`src/rtl/carry_propagation_buffer_pkg.sv`:
```
// Shared encodings and helpers for the carry propagation buffer.
package carry_propagation_buffer_pkg;

    typedef enum logic [1:0] {
        IDLE  = 2'd0,
        HEAD  = 2'd1,
        RUN   = 2'd2,
        FDONE = 2'd3
    } cpb_state_e;

    localparam logic [7:0] BYTE_FF      = 8'hFF;
    localparam int         IN_CARRY_BIT = 8;

    function automatic logic [7:0] add_carry(input logic [7:0] b,
                                             input logic       c);
        return b + {7'd0, c};
    endfunction

endpackage

```
`src/rtl/carry_propagation_buffer_run_counter.sv`:
```
// Saturating up/down counter tracking the pending run of 0xFF bytes.
module carry_run_counter
    import carry_propagation_buffer_pkg::*;
#(
    parameter int RUN_W = 16
) (
    input  logic             clk,
    input  logic             rst_n,
    input  logic             clr,
    input  logic             inc,
    input  logic             dec,
    output logic [RUN_W-1:0] count,
    output logic             is_zero,
    output logic             is_one,
    output logic             is_max
);

    logic [RUN_W-1:0] count_q;
    logic [RUN_W-1:0] count_d;

    assign count   = count_q;
    assign is_zero = (count_q == '0);
    assign is_one  = (count_q == RUN_W'(1));
    assign is_max  = &count_q;

    always_comb begin
        count_d = count_q;
        if (clr) begin
            count_d = '0;
        end else if (inc && !is_max) begin
            count_d = count_q + RUN_W'(1);
        end else if (dec && !is_zero) begin
            count_d = count_q - RUN_W'(1);
        end
    end

    always_ff @(posedge clk or negedge rst_n) begin
        if (!rst_n) begin
            count_q <= '0;
        end else begin
            count_q <= count_d;
        end
    end

endmodule

```
`src/rtl/carry_propagation_buffer.sv`:
```
// Resolves deferred carries over a held byte plus a trailing 0xFF run
// and streams the final bitstream bytes with an end-of-frame flush.
module carry_propagation_buffer
    import carry_propagation_buffer_pkg::*;
#(
    parameter int RUN_W = 16
) (
    input  logic       clk,
    input  logic       reset_ctrl,
    input  logic       in_valid,
    input  logic [8:0] in_data,
    output logic       in_ready,
    input  logic       flush_req,
    output logic       flush_done,
    output logic       out_valid,
    output logic [7:0] out_byte,
    input  logic       out_ready,
    output logic       err_overflow
);

    cpb_state_e state_q, state_d;
    logic [7:0] hold_q, hold_d;
    logic       hold_valid_q, hold_valid_d;
    logic [7:0] stage_q, stage_d;
    logic       carry_l_q, carry_l_d;
    logic       flush_q, flush_d;
    logic       out_valid_q, out_valid_d;
    logic [7:0] out_byte_q, out_byte_d;
    logic       flush_done_q, flush_done_d;
    logic       err_q, err_d;

    logic             run_clr, run_inc, run_dec;
    logic             run_zero, run_one, run_max;
    logic [RUN_W-1:0] run_count;
    logic             commit;

    logic [7:0] in_byte;
    logic       in_carry;
    logic       xfer;

    assign in_byte  = in_data[7:0];
    assign in_carry = in_data[IN_CARRY_BIT];
    assign in_ready = (state_q == IDLE);
    assign xfer     = in_valid && in_ready;

    assign out_valid    = out_valid_q;
    assign out_byte     = out_byte_q;
    assign flush_done   = flush_done_q;
    assign err_overflow = err_q;

    carry_run_counter #(
        .RUN_W(RUN_W)
    ) u_run (
        .clk    (clk),
        .rst_n  (reset_ctrl),
        .clr    (run_clr),
        .inc    (run_inc),
        .dec    (run_dec),
        .count  (run_count),
        .is_zero(run_zero),
        .is_one (run_one),
        .is_max (run_max)
    );

    always_comb begin
        state_d      = state_q;
        hold_d       = hold_q;
        hold_valid_d = hold_valid_q;
        stage_d      = stage_q;
        carry_l_d    = carry_l_q;
        flush_d      = flush_q;
        out_valid_d  = out_valid_q;
        out_byte_d   = out_byte_q;
        flush_done_d = 1'b0;
        err_d        = err_q;
        run_clr      = 1'b0;
        run_inc      = 1'b0;
        run_dec      = 1'b0;
        commit       = 1'b0;

        unique case (state_q)
            IDLE: begin
                if (xfer) begin
                    if (!hold_valid_q) begin
                        hold_d       = in_byte;
                        hold_valid_d = 1'b1;
                    end else if (!in_carry && in_byte == BYTE_FF) begin
                        if (run_max) begin
                            err_d = 1'b1;
                        end else begin
                            run_inc = 1'b1;
                        end
                    end else begin
                        carry_l_d   = in_carry;
                        stage_d     = in_byte;
                        flush_d     = 1'b0;
                        state_d     = HEAD;
                        out_valid_d = 1'b1;
                        out_byte_d  = add_carry(hold_q, in_carry);
                    end
                end else if (flush_req) begin
                    if (hold_valid_q) begin
                        carry_l_d   = 1'b0;
                        stage_d     = 8'h00;
                        flush_d     = 1'b1;
                        state_d     = HEAD;
                        out_valid_d = 1'b1;
                        out_byte_d  = hold_q;
                    end else begin
                        state_d      = FDONE;
                        flush_done_d = 1'b1;
                    end
                end
            end
            HEAD: begin
                if (out_ready) begin
                    if (!run_zero) begin
                        state_d    = RUN;
                        out_byte_d = carry_l_q ? 8'h00 : BYTE_FF;
                    end else begin
                        commit = 1'b1;
                    end
                end
            end
            RUN: begin
                if (out_ready) begin
                    run_dec = 1'b1;
                    commit  = run_one;
                end
            end
            FDONE: begin
                state_d = IDLE;
            end
        endcase

        // Commit retires the emission; flush frames end in FDONE.
        if (commit) begin
            out_valid_d = 1'b0;
            run_clr     = 1'b1;
            if (flush_q) begin
                hold_valid_d = 1'b0;
                flush_d      = 1'b0;
                state_d      = FDONE;
                flush_done_d = 1'b1;
            end else begin
                hold_d       = stage_q;
                hold_valid_d = 1'b1;
                state_d      = IDLE;
            end
        end
    end

    always_ff @(posedge clk or negedge reset_ctrl) begin
        if (!reset_ctrl) begin
            state_q      <= IDLE;
            hold_q       <= 8'h00;
            hold_valid_q <= 1'b0;
            stage_q      <= 8'h00;
            carry_l_q    <= 1'b0;
            flush_q      <= 1'b0;
            out_valid_q  <= 1'b0;
            out_byte_q   <= 8'h00;
            flush_done_q <= 1'b0;
            err_q        <= 1'b0;
        end else begin
            state_q      <= state_d;
            hold_q       <= hold_d;
            hold_valid_q <= hold_valid_d;
            stage_q      <= stage_d;
            carry_l_q    <= carry_l_d;
            flush_q      <= flush_d;
            out_valid_q  <= out_valid_d;
            out_byte_q   <= out_byte_d;
            flush_done_q <= flush_done_d;
            err_q        <= err_d;
        end
    end

    logic unused_ok;
    assign unused_ok = ^run_count;

endmodule

```
`config.mk`:
```
export PLATFORM = sky130hd
export DESIGN_NAME = carry_propagation_buffer
export DESIGN_NICKNAME = d
export VERILOG_FILES = /design/src/rtl/carry_propagation_buffer_pkg.sv /design/src/rtl/carry_propagation_buffer_run_counter.sv /design/src/rtl/carry_propagation_buffer.sv
export SDC_FILE = /design/constraint.sdc
export NUM_CORES = 1
export LEC_CHECK = 0
export CORE_AREA = 2 2 87 89
export CTS_CLUSTER_SIZE = 40
export DETAILED_ROUTE_END_ITERATION = 8
export DIE_AREA = 0 0 89 91
export PLACE_DENSITY = 0.72
export SLEW_MARGIN = 40
export SYNTH_ARGS = -nofsm -noshare
export SYNTH_HDL_FRONTEND = slang
export SYNTH_HIERARCHICAL = 1
export SYNTH_SLANG_ARGS = --single-unit
```
`constraint.sdc`:
```
create_clock -name clk -period 4.3 [get_ports clk]
set_input_delay 0.43 -clock clk [delete_from_list [all_inputs] [get_ports clk]]
set_output_delay 0.43 -clock clk [all_outputs]
set_load 0.01 [all_outputs]
```
After elaboration in Yosys (flattened, before gate mapping)
Cells that the tools add are included.

operators by class
  add/subtract/negate cells = 3
  eq/ne operators = 17
  multiplexer cells = 74
  reductions and logical operators = 24

operators by type and width
  cell                                                 number
  two-way mux 8 bit                                    18
  two-way mux 16 bit                                   3
  two-way mux 1 bit                                    41
  AND reduction 20 bit                                 1
  two-way mux 2 bit                                    9
  adder 16 x 1 -> 16 bit (second input constant)       1
  == test 16 x 1 -> 1 bit (second input constant)      1
  zero test 16 bit                                     1
  one-hot mux 8 bit (2 select lines)                   1
  AND reduction 16 bit                                 1
  subtractor 16 x 1 -> 16 bit (second input constant)  1
  != test 3 bit (second input constant)                4
  AND reduction 6 bit                                  2
  nonzero test 2 bit                                   5
  adder 8 x 1 -> 8 bit                                 1
  == test 8 bit (second input constant)                1
  != test 4 bit (second input constant)                2
  AND reduction 4 bit                                  2
  != test 2 bit (second input constant)                3
  one-hot mux 2 bit (3 select lines)                   1
  nonzero test 3 bit                                   2
  == test 2 bit (second input constant)                2
  logical AND 1 bit                                    4
  != test 4 x 1 -> 1 bit (second input constant)       1
  other kinds (8)                                      10

word-level totals
  word-level logic and storage cells = 129
  register bits = 48
  output and inout bits = 12
  bits of input ports = 14

Logic depth before layout (Yosys ltp)
  depth in word-level cells = 9
  gate-level depth with buffers = 14
  gate-level depth less buffers = 12

Hierarchy
The synthesis kept the hierarchy.

modules (own cells, without submodules)
  module                    area each (µm²)  instances  sequential area each (µm²)  cells each
  carry_propagation_buffer  1766.7           1          800.8                       193
  carry_run_counter         1356.3           1          400.4                       158

Worst setup path after synthesis
OpenSTA, ideal clock, no wires.

  path type = reg2reg
  from = register u_run.count_q[0], in the netlist u_run/count[0]
  to = register u_run.count_q[15], in the netlist u_run/count[15]
  required time = 4.172 ns
  arrival = 2.997 ns
  period minus slack after synthesis = 3.124 ns
  library setup time = 0.128 ns
  path slack = 1.176 ns
  cell stages (with the launch flop) = 14
  path through = dfrtp_1 > inv_1 > ha_1 > nor3b_1 > nand2_1 > nor2_1 > mux2i_1 > nor2_2 > clkbuf_1 > nor2_1 > or3_1 > nor4_2 > a32oi_1 > mux2_1

between the ends
  elaborated cells on any way between the ends = 23
  those cells by class = 2 x add/sub; 1 x eq/ne; 13 x mux; 7 x reduce/logical

RTL lines
  item                                                                       line                                        text
  from (decl)                                                                carry_propagation_buffer_run_counter.sv:18  logic [RUN_W-1:0] count_q;
  from (signal assigned)                                                     carry_propagation_buffer_run_counter.sv:41  count_q <= count_d;
  zero test 16 bit *                                                         carry_propagation_buffer_run_counter.sv:22  assign is_zero = (count_q == '0);
  net run_zero                                                               carry_propagation_buffer.sv:33              logic run_zero, run_one, run_max;
  two-way mux 1 bit *                                                        carry_propagation_buffer.sv:117             if (!run_zero) begin
  two-way mux 1 bit *                                                        carry_propagation_buffer.sv:116             if (out_ready) begin
  one-hot mux 1 bit (2 select lines) *                                       carry_propagation_buffer.sv:81              unique case (state_q)
  net commit                                                                 carry_propagation_buffer.sv:35              logic commit;
  two-way mux 1 bit *                                                        carry_propagation_buffer.sv:137             if (commit) begin
  nonzero test 3 bit (no source line) or two-way mux 16 bit (tied branches)  -

The timed path passes the listed nets; every way through them passes the cells marked *. The select of a mux whose other input is x is not followed.
A chain may end at the register's enable or synchronous reset.

Worst setup path in the final report
Ends and elaborated chain as after synthesis.

==> flow_metrics.py <==
metrics = {
    "grt": {
        "grt_max_degree": 49,
        "grt_pass1_vias": 2364,
        "track_usage_pct": 17.7,
        "grt_first_pass_wirelength_um": 11600,
        "grt_overflow": 0,
        "antenna_found_initial": 0,
    },
    "sta": {
        "fmax_mhz": 275,
        "tns_ns": 0,
        "max_slew_margin_pct": 57.5,
        "finalSetupViolCount": 0,
        "worst_slew_pin_slew_ns": 0.630,
        "fin_crit_sh_pct": 84.4,
        "fin_worst_skew_ns": 0.00541,
        "slew_viol_final": 0,
        "rsz0062_at_grt": "false",
        "period_minus_slack_ns": 3.63,
        "hold_violations": 0,
        "fin_hold_ws_ns": 0.123,
    },
    "logic_synthesis": {
        "synth_area_mm2": 0.00312,
        "synth_warnings": 6,
        "syn_nets": 375,
        "seq_area_frac_synth_pct": 38.5,
        "ys_ff_latch": 48,
        "synth_edf_count": 0,
        "syn_area_per_cell_um2": 8.90,
        "ys.flop_type": "dfrtp_1",
        "synthArstFlopShare_pct": 100,
        "synth_cell_type_count": 62,
        "syn_inst": 351,
    },
    "setup_path": {
        "critPathRequiredTime_ns": 4.49,
        "critPathMaxFanout": 13,
        "cp-start-kind": "register",
        "regToRegEndpoint": "u_run/count[15]$_DFFE_PN0P_",
        "reg2regPathDepth": 12,
        "regToRegSetupSlack_ns": 0.67,
        "end_kind": "register",
        "critPathArrivalTime_ns": 3.82,
        "r2r-start": "u_run/count[0]$_DFFE_PN0P_",
        "criticalPathCategory": "register to register",
    },
    "drt": {
        "remaining_drc_errors": 0,
        "vias_per_cell": 5.62,
        "post_drt_wl_per_cell_um": 14.6,
        "via_count": 2609,
        "drt-initial-drc-count": 269,
        "ant_nets": 0,
        "dr.pass1.iters": 4,
        "wirelength_um": 6790,
    },
    "placed_design": {
        "place_congestion": 0.887,
        "dp_cells": 457,
        "io_buffer_count": 25,
        "hpwl_um": 4880,
    },
    "clock_network": {
        "cts_buffers": 5,
        "cts_buffer_depth": 2,
        "cts_tree": "done",
        "post_cts_resized": 0,
        "hold_buffers": 0,
        "cts_root_buf": "clkbuf_8",
        "clock_latency_ns": 0.30,
        "cts_sinks": 48,
        "htreeDepth": 2,
        "cts.clk_slew.worst_paths_ns": 0.09,
        "cts_setup_buffers": 0,
    },
    "die": {
        "fp.dieH_um": 91,
        "num_io_pins": 26,
        "start_util_pct": 43.8,
        "rows": 31,
        "dieArea_mm2": 0.00810,
        "core_mm2": 0.00714,
        "die_w_um": 89,
    },
    "run": {
        "maxCapViolations": 0,
    },
    "worst_hold_path": {
        "worstHoldPathType": "input pin to asynchronous set/reset pin",
    },
    "run_status": {
        "outcome": "finished clean",
    },
    "pwr": {
        "total_power_w": 0.00208,
        "leakagePower_nw": 1.47,
        "p_per_area_mw_per_mm2": 599,
        "ir_drop_v": 0.000194,
    },
    "finish": {
        "seq_area_mm2": 0.00120,
        "final_common_cell": "nand2_1",
        "fillers": 694,
        "multi_input_area_mm2": 0.00177,
        "drive_above_1_share_pct": 8.22,
        "instances_no_fill": 464,
        "area_delta_synth_final_pct": 11.2,
        "antenna_cells": 0,
        "nets": 389,
        "final_cell_mix": "49 x nand2_1, 48 x dfrtp_1, 32 x nor2_1, 28 x o21ai_0, 24 x clkdlybuf4s50_1",
    },
}
## metal layers
metal,wire length [µm],vias up,share of wire (%),GRT usage (%)
met3,223,8,3.3,3.36
met4,73,0,1.1,4.48
met1,3440,1259,51,26.4
met5,0,-,0,0
li1,-,1292,-,-
met2,3050,50,45,26.3
## power by group
part	internal (W)	switching [W]	total, W
Sequential	0.000646	0.000251	0.000897
Combinational	0.000424	0.000493	0.000917
Clock	0.000110	0.000154	0.000265
## state kept, by name, indices dropped and copies added, names as in the netlist
name / flops
carry_l_q: 1
err_overflow: 1
flush_done: 1
flush_q: 1
hold_q: 8
hold_valid_q: 1
out_byte: 8
out_valid: 1
stage_q: 8
state_q: 2
u_run/count: 16
## metrics by stage
step	area, µm²	setup slack (ns)	utilization [%]
3_5_place_dp	3390	0.759	47.5
2_1_floorplan	3120	1.18	-
4_1_cts	3470	0.753	48.7
5_1_grt	3470	0.356	48.7
6_report	3470	0.669	48.7
3_3_place_gp	3390	0.889	47.5
## synthesized netlist by cell type, types with 6 or more instances
| library cell | n | area (µm²) |
|---|---|---|
| nand2_1 | 49 | 184 |
| dfrtp_1 | 48 | 1200 |
| nor2_1 | 32 | 120 |
| o21ai_0 | 28 | 140 |
| nor3_1 | 20 | 100 |
| mux2i_1 | 11 | 110 |
| ha_1 | 10 | 125 |
| inv_1 | 9 | 33.8 |
| nor4_1 | 8 | 50.1 |
| buf_2 | 7 | 35.0 |
| mux2_1 | 7 | 78.8 |
| xnor2_1 | 7 | 61.3 |
| and3_1 | 6 | 37.5 |
| nand4_1 | 6 | 37.5 |
## layout make-up
type | instances | share of cell area, %
repair buffers | 27 | 7.56
flip-flops and latches | 48 | 34.6
well taps | 99 | 3.57
multi-input cells | 274 | 51.0
clock inverters | 2 | 0.360
clock buffers | 5 | 1.98
inverters | 9 | 0.973
## worst max path at each step
stage,start,endpoint,slack [ns],cells after the start
floorplan,u_run/count[0]$_DFFE_PN0P_,u_run/count[15]$_DFFE_PN0P_,1.18,13
global placement,u_run/count[0]$_DFFE_PN0P_,u_run/count[15]$_DFFE_PN0P_,0.89,12
detailed placement,u_run/count[0]$_DFFE_PN0P_,u_run/count[15]$_DFFE_PN0P_,0.76,12
CTS,u_run/count[0]$_DFFE_PN0P_,u_run/count[15]$_DFFE_PN0P_,0.75,12
global route,u_run/count[0]$_DFFE_PN0P_,u_run/count[15]$_DFFE_PN0P_,0.36,12
finish,u_run/count[0]$_DFFE_PN0P_,u_run/count[15]$_DFFE_PN0P_,0.67,12
## logic make-up (layout without fill, tap and decap cells)
group                      after synthesis  in the layout  share of synthesized area (%)
AOI/OAI and AO/OA                       67             67                           14.8
xor gates and xnor gates                 8              8                           2.24
adders and majority gates               10             10                           4.01
buffers and inverters                   29             43                           4.85
DFF                                     48             48                           38.5
muxes                                   19             19                           6.41
and+or+nand+nor                        170            170                           29.2
## worst max-delay path: stages, from the launching register on
cell     delay, ns
dfrtp_1       0.46
inv_1         0.09
ha_1          0.18
nor3b_1       0.47
nand2_1       0.18
nor2_1        0.17
mux2i_1       0.13
nor2_2        0.44
nor2_1        0.15
or3_1         0.42
nor4_2        0.31
a32oi_1       0.17
mux2_1        0.33
(Power assumes the default switching activity.)
